<file path="config.mk">
export PLATFORM = sky130hd
export DESIGN_NAME = i2s_rx_multi_flat
export DESIGN_NICKNAME = d
export VERILOG_FILES = /design/src/rtl/i2s_rx_multi_if.sv /design/src/rtl/i2s_rx_multi.sv /design/src/flat_wrapper.sv
export SDC_FILE = /design/constraint.sdc
export NUM_CORES = 1
export LEC_CHECK = 0
export ABC_AREA = 1
export CORE_MARGIN = 5
export CORE_UTILIZATION = 58
export DETAILED_ROUTE_END_ITERATION = 7
export GPL_TIMING_DRIVEN = 0
export MAX_ROUTING_LAYER = met4
export PLACE_DENSITY_LB_ADDON = 0.1
export SETUP_SLACK_MARGIN = 0.4
export SYNTH_ARGS = -nofsm -noshare
export SYNTH_HDL_FRONTEND = slang
export SYNTH_SLANG_ARGS = --single-unit
</file>
<file path="constraint.sdc">
create_clock -name sclk -period 3.8 [get_ports sclk]
set_clock_uncertainty 0.1 [all_clocks]
set_input_delay 0.76 -clock sclk [delete_from_list [all_inputs] [get_ports sclk]]
set_output_delay 0.76 -clock sclk [all_outputs]
set_load 0.05 [all_outputs]
</file>
<file path="src/rtl/i2s_rx_multi_if.sv">
// Frame stream from the multi-channel I2S/TDM receiver to the capture side.
// The master drives completed frames and status pulses; the slave returns ready.
interface i2s_rx_multi_if #(
    parameter int DW = 64
) ();
    logic [DW-1:0] frame_data;
    logic          frame_valid;
    logic          frame_ready;
    logic          overrun;
    logic          sync_err;
    logic          synced;

    modport master (
        output frame_data,
        output frame_valid,
        output overrun,
        output sync_err,
        output synced,
        input  frame_ready
    );

    modport slave (
        input  frame_data,
        input  frame_valid,
        input  overrun,
        input  sync_err,
        input  synced,
        output frame_ready
    );
endinterface

</file>
<file path="src/rtl/i2s_rx_multi.sv">
// Multi-slot I2S / left-justified receiver. Deserialises NUM_CH slots of
// SLOT_W bits per lrclk frame, keeps the top AUDIO_DW bits of each slot and
// presents the whole frame on a valid/ready stream with overrun and
// frame-position error pulses.
module i2s_rx_multi #(
    parameter int AUDIO_DW = 32,
    parameter int SLOT_W   = 32,
    parameter int NUM_CH   = 2
) (
    input  logic               sclk,
    input  logic               rst,
    input  logic               lrclk,
    input  logic               sdata,
    input  logic               mode_lj,
    i2s_rx_multi_if.master     frm
);
    localparam int FRAME_BITS = NUM_CH * SLOT_W;
    localparam int PW         = $clog2(FRAME_BITS + 2);
    localparam int OW         = NUM_CH * AUDIO_DW;
    localparam logic [PW-1:0] P_FB   = PW'(FRAME_BITS);
    localparam logic [PW-1:0] P_SAT  = PW'(FRAME_BITS + 1);
    localparam logic [PW-1:0] P_LAST = PW'((NUM_CH - 1) * SLOT_W + AUDIO_DW - 1);

    // Position counter stops one past the frame end so a missing frame
    // start is caught as an error instead of wrapping.
    function automatic logic [PW-1:0] f_pos_inc(input logic [PW-1:0] p);
        return (p == P_SAT) ? P_SAT : p + 1'b1;
    endfunction

    logic                r_lrclk;
    logic                r_edge_d;
    logic                r_synced;
    logic [PW-1:0]       r_pos;
    logic [AUDIO_DW-2:0] r_sh;
    logic [OW-1:0]       r_buf;
    logic [OW-1:0]       r_data;
    logic                r_valid;
    logic                r_overrun;
    logic                r_sync_err;

    logic                w_edge;
    logic                w_align;
    logic                w_sync_bad;
    logic                w_complete;
    logic                w_free;
    logic [AUDIO_DW-1:0] w_word;
    logic [OW-1:0]       w_frame;

    // ---- frame alignment: lrclk fall, delayed one bit in I2S mode ----
    assign w_edge     = !lrclk && r_lrclk;
    assign w_align    = mode_lj ? w_edge : r_edge_d;
    // r_pos holds the position the current bit would have without an align;
    // a correct frame start therefore sees exactly FRAME_BITS here.
    assign w_sync_bad = w_align && r_synced && (r_pos != P_FB);
    assign w_complete = r_synced && (r_pos == P_LAST);
    assign w_free     = !r_valid || frm.frame_ready;
    assign w_word     = {r_sh, sdata};

    // Track lrclk history and the delayed edge used for I2S alignment.
    always_ff @(posedge sclk) begin
        if (rst) begin
            r_lrclk  <= 1'b1;
            r_edge_d <= 1'b0;
        end else begin
            r_lrclk  <= lrclk;
            r_edge_d <= w_edge;
        end
    end

    // Lock onto the first frame start and count bit positions within a frame.
    always_ff @(posedge sclk) begin
        if (rst) begin
            r_synced <= 1'b0;
            r_pos    <= '0;
        end else if (w_align) begin
            r_synced <= 1'b1;
            r_pos    <= PW'(1);
        end else if (r_synced) begin
            r_pos    <= f_pos_inc(r_pos);
        end
    end

    // ---- capture: serial shift and per-slot sample latch ----
    always_ff @(posedge sclk) begin
        if (rst) begin
            r_sh <= '0;
        end else begin
            r_sh <= w_word[AUDIO_DW-2:0];
        end
    end

    // Latch each channel word on its last kept bit; a bad frame start wipes partial data.
    always_ff @(posedge sclk) begin
        if (rst || w_sync_bad) begin
            r_buf <= '0;
        end else if (r_synced) begin
            for (int k = 0; k < NUM_CH; k++) begin
                if (r_pos == PW'(k * SLOT_W + AUDIO_DW - 1))
                    r_buf[k*AUDIO_DW +: AUDIO_DW] <= w_word;
            end
        end
    end

    // Full frame: stored channels plus the word finishing on this cycle.
    always_comb begin
        w_frame = r_buf;
        w_frame[(NUM_CH-1)*AUDIO_DW +: AUDIO_DW] = w_word;
    end

    // ---- output: one-deep frame slot with valid/ready and status pulses ----
    always_ff @(posedge sclk) begin
        if (rst) begin
            r_data     <= '0;
            r_valid    <= 1'b0;
            r_overrun  <= 1'b0;
            r_sync_err <= 1'b0;
        end else begin
            r_overrun  <= 1'b0;
            r_sync_err <= w_sync_bad;
            if (w_complete) begin
                if (w_free) begin
                    r_data  <= w_frame;
                    r_valid <= 1'b1;
                end else begin
                    r_overrun <= 1'b1;
                end
            end else if (r_valid && frm.frame_ready) begin
                r_valid <= 1'b0;
            end
        end
    end

    assign frm.frame_data  = r_data;
    assign frm.frame_valid = r_valid;
    assign frm.overrun     = r_overrun;
    assign frm.sync_err    = r_sync_err;
    assign frm.synced      = r_synced;
endmodule
</file>
<file path="src/flat_wrapper.sv">
// flat-port wrapper written by rule: the top's interface ports become plain ports
module i2s_rx_multi_flat 
#(
    parameter int AUDIO_DW = 32,
    parameter int SLOT_W   = 32,
    parameter int NUM_CH   = 2
)
  (sclk, rst, lrclk, sdata, mode_lj, frm_frame_data, frm_frame_valid, frm_overrun, frm_sync_err, frm_synced, frm_frame_ready);
  i2s_rx_multi_if frm_i ();
  input  logic sclk;
  input  logic rst;
  input  logic lrclk;
  input  logic sdata;
  input  logic mode_lj;
  output wire logic [$bits(frm_i.frame_data)-1:0] frm_frame_data;
  output wire logic [$bits(frm_i.frame_valid)-1:0] frm_frame_valid;
  output wire logic [$bits(frm_i.overrun)-1:0] frm_overrun;
  output wire logic [$bits(frm_i.sync_err)-1:0] frm_sync_err;
  output wire logic [$bits(frm_i.synced)-1:0] frm_synced;
  input wire logic [$bits(frm_i.frame_ready)-1:0] frm_frame_ready;
  assign frm_frame_data = frm_i.frame_data;
  assign frm_frame_valid = frm_i.frame_valid;
  assign frm_overrun = frm_i.overrun;
  assign frm_sync_err = frm_i.sync_err;
  assign frm_synced = frm_i.synced;
  assign frm_i.frame_ready = frm_frame_ready;
  i2s_rx_multi #(.AUDIO_DW(AUDIO_DW), .SLOT_W(SLOT_W), .NUM_CH(NUM_CH)) u_core (.sclk(sclk), .rst(rst), .lrclk(lrclk), .sdata(sdata), .mode_lj(mode_lj), .frm(frm_i));
endmodule
</file>
==> flow_summary_export.csv <==
group,metric,value,unit
setup_path,critPathTopFamily,"buffers and inverters",
sta,clock.fmax,0.391,GHz
layout,antennaDiodeCount,0,
die,die_w,106,um
layout,drive_above_1_share,9.25,%
setup_path,cp-end-kind,"output pin",
clock_network,cts_buffers,17,
grt,grt_max_degree,17,
grt,grt.total_usage,24.4,%
sta,fin_crit,2.56,ns
setup_path,reg2reg_from,"u_core.r_pos[0]",
drt,via_per_inst,5.23,
placed_design,portBuffers,73,
die,die_y,106,um
die,dieArea,11100,sq um
clock_network,htreeDepth,4,
drt,vias,4690,
layout,fill_cells,616,
grt,antenna_found_initial,0,
die,core,8810,sq um
drt,ant_nets,0,
clock_network,cts_resized,0,
synth,synthCells,684,
power_and_ir_drop,p_per_area,479,nW/um^2
drt,drc,0,
power_and_ir_drop,clock_power_share,52.4,%
power_and_ir_drop,leakagePower,2.55,nW
setup_path,cp-startpoint,"u_core.frm.frame_data[53]",
grt,grt_pass1_wl,21500,um
sta,slew_headroom,54.3,%
hold_path,hold_path.class,"flop to flop",
synth,yosysSeqAreaShare,52.9,%
job,cap_violations,0,
power_and_ir_drop,combinationalPowerShare,2.1,%
clock_network,root_buffer,"clkbuf_8",
synth,syn_avg_cell_area,7.74,sq um
grt,grt_pass1_vias,4498,
setup_path,cp_cell_sequence,"clkdlybuf4s50_1",
synth,synth_warnings,0,
layout,fin_util,76.9,%
layout,final_nets,785,
setup_path,crit_cells,1,
sta,setup_violations,0,
sta,drv_slew,0,
synth,synth_cell_type_count,19,
setup_path,arrival,1.70,ns
setup_path,ff2ff_path_depth,7,
die,fp-row-count,34,
setup_path,required,2.94,ns
synth,synth_area,5300,sq um
placed_design,place.gp.congestion,0.870,
placed_design,dpl.hpwl,8980,um
run_status,status,"finished, final reports clean",
power_and_ir_drop,seqPwrFrac,45.5,%
setup_path,r2r_end,"u_core.frm.frame_data[55]",
layout,layout_commonest_cell,"nand2_1",
setup_path,crit_path_end,"frm_frame_data[53]",
sta,hold_viol,0,
clock_network,cts_max_path_buffers,2,
drt,wl_per_cell,14.4,um
power_and_ir_drop,p_sw_share,21.1,%
drt,drtIter0Drc,252,
power_and_ir_drop,switchingPower,0.000684,W
drt,wirelength,13000,um
sta,timing.setup.tns,0,ns
clock_network,cts_tree,"done",
clock_network,clk_pin_slew,0.06,ns
setup_path,cp_slowest_stage_delay,0.82,ns
grt,grt_overflow,0,
sta,rsz0062_at_grt,"no",
clock_network,worstSkewPairLatency,0.52,ns
layout,seq_area,2800,sq um
layout,most-common-layout-cells,"149 x nand2_1, 140 x dfxtp_1, 80 x inv_1",
synth,syn-num-nets,693,
setup_path,path_class,"flop to output pin",
setup_path,cp_num_buf_inv,1,
clock_network,hold_buffers,0,
power_and_ir_drop,power.total,0.00325,W
synth,synth_seq_cells,140,
drt,drt_pass1_iterations,5,
layout,areaGrowthSynthToFinish,27.9,%
clock_network,post_cts_buffers,0,
sta,post-route-period-util,67.3,%
clock_network,cts_sinks,140,
setup_path,start_kind,"flop",
layout,final_area,6770,sq um
setup_path,rrSetupSlack,1.80,ns
setup_path,cpMaxStageDelayCell,"clkdlybuf4s50_1",
sta,worst_slew_pin_slew,0.686,ns
power_and_ir_drop,p_int,0.00256,W
layout,multi_input_area,1930,sq um
die,start_util,60.1,%
setup_path,critPathMaxFanout,2,
power_and_ir_drop,peakVddDrop,0.326,mV
die,io_pins,74,
placed_design,placed_cell_area,6160,sq um
## cell type report
class,count,area share (%)
Buffer,51,3.92
Clock buffer,18,6.17
Clock inverter,14,2.86
Inverter,80,4.43
Multi-Input combinational cell,413,28.5
Sequential cell,140,41.4
Tap cell,108,1.99
Timing Repair Buffer,73,10.8
## state kept, by name, summed over array words and instances (netlist names)
name / flops
u_core.frm.synced: 1
u_core.frm.sync_err: 1
u_core.r_buf: 32
u_core.r_edge_d: 1
u_core.frm.overrun: 1
u_core.frm.frame_valid: 1
u_core.r_lrclk: 1
u_core.r_pos: 7
u_core.r_sh: 31
u_core.frm.frame_data: 64
## cell families (layout without fill, tap and decap cells)
kind of cell / Yosys count / after routing / share of synthesized area, %
adder cells (fa/ha/maj): 3 / 3 / 0.709
flip-flops: 140 / 140 / 52.9
XOR/XNOR: 2 / 2 / 0.331
AND/OR/NAND/NOR: 335 / 335 / 28.5
buffers and inverters: 131 / 236 / 10.7
AO/OA/AOI/OAI: 73 / 73 / 6.90
## per-stage QoR
step / hold WS [ns] / setup slack, ns / instances
floorplan: 0.317 / 2.03 / 684
global placement: 0.324 / 1.13 / 865
detailed placement: 0.334 / 1.10 / 865
CTS: 0.341 / 1.24 / 897
global route: 0.360 / 1.22 / 897
finish: 0.341 / 1.24 / 897
## cell usage after synthesis
master	count	share of area (%)
ha_1	3	0.71
xor2_1	2	0.33
nand4_1	67	7.9
a21oi_1	68	6.4
buf_4	9	1.3
o21ai_0	5	0.47
nor2_4	3	0.64
nor2_1	74	5.2
nand2_1	149	11
buf_6	1	0.21
nor3_1	1	0.094
dfxtp_1	140	53
nand3_2	1	0.19
nand2_2	2	0.24
buf_1	3	0.21
inv_1	80	5.7
nand3_1	38	3.6
buf_2	26	2.5
clkbuf_1	12	0.85
## worst min path at each step
| stage | end | cells past startpoint | from |
|---|---|---|---|
| after floorplan | u_core.r_sh[10] | 2 | u_core.r_sh[9] |
| after global placement | u_core.r_edge_d | 2 | u_core.r_lrclk |
| after detailed placement | u_core.r_edge_d | 2 | u_core.r_lrclk |
| after CTS | u_core.r_sh[1] | 2 | u_core.r_sh[0] |
| after global routing | u_core.r_edge_d | 2 | u_core.r_lrclk |
| final | u_core.r_edge_d | 2 | u_core.r_lrclk |
## per-layer routing
metal,routed length (um),up-vias,track usage [%]
li1,-,2380,-
met1,5940,2128,31.1
met2,6010,162,39.2
met3,820,20,5.93
met4,174,0,6.20
met5,0,-,-
## power groups by stage
stage | clock network [W] | logic (W) | registers [W]
final | 0.00170 | 0.0000672 | 0.00148
after global routing | 0.00178 | 0.0000743 | 0.00148
after CTS | 0.00170 | 0.0000671 | 0.00148
after detailed placement | 0 | 0.0000661 | 0.00151
after global placement | 0 | 0.0000637 | 0.00151
after floorplan | 0 | 0.0000397 | 0.00151
Note: power is estimated with default switching activity, not from simulation.
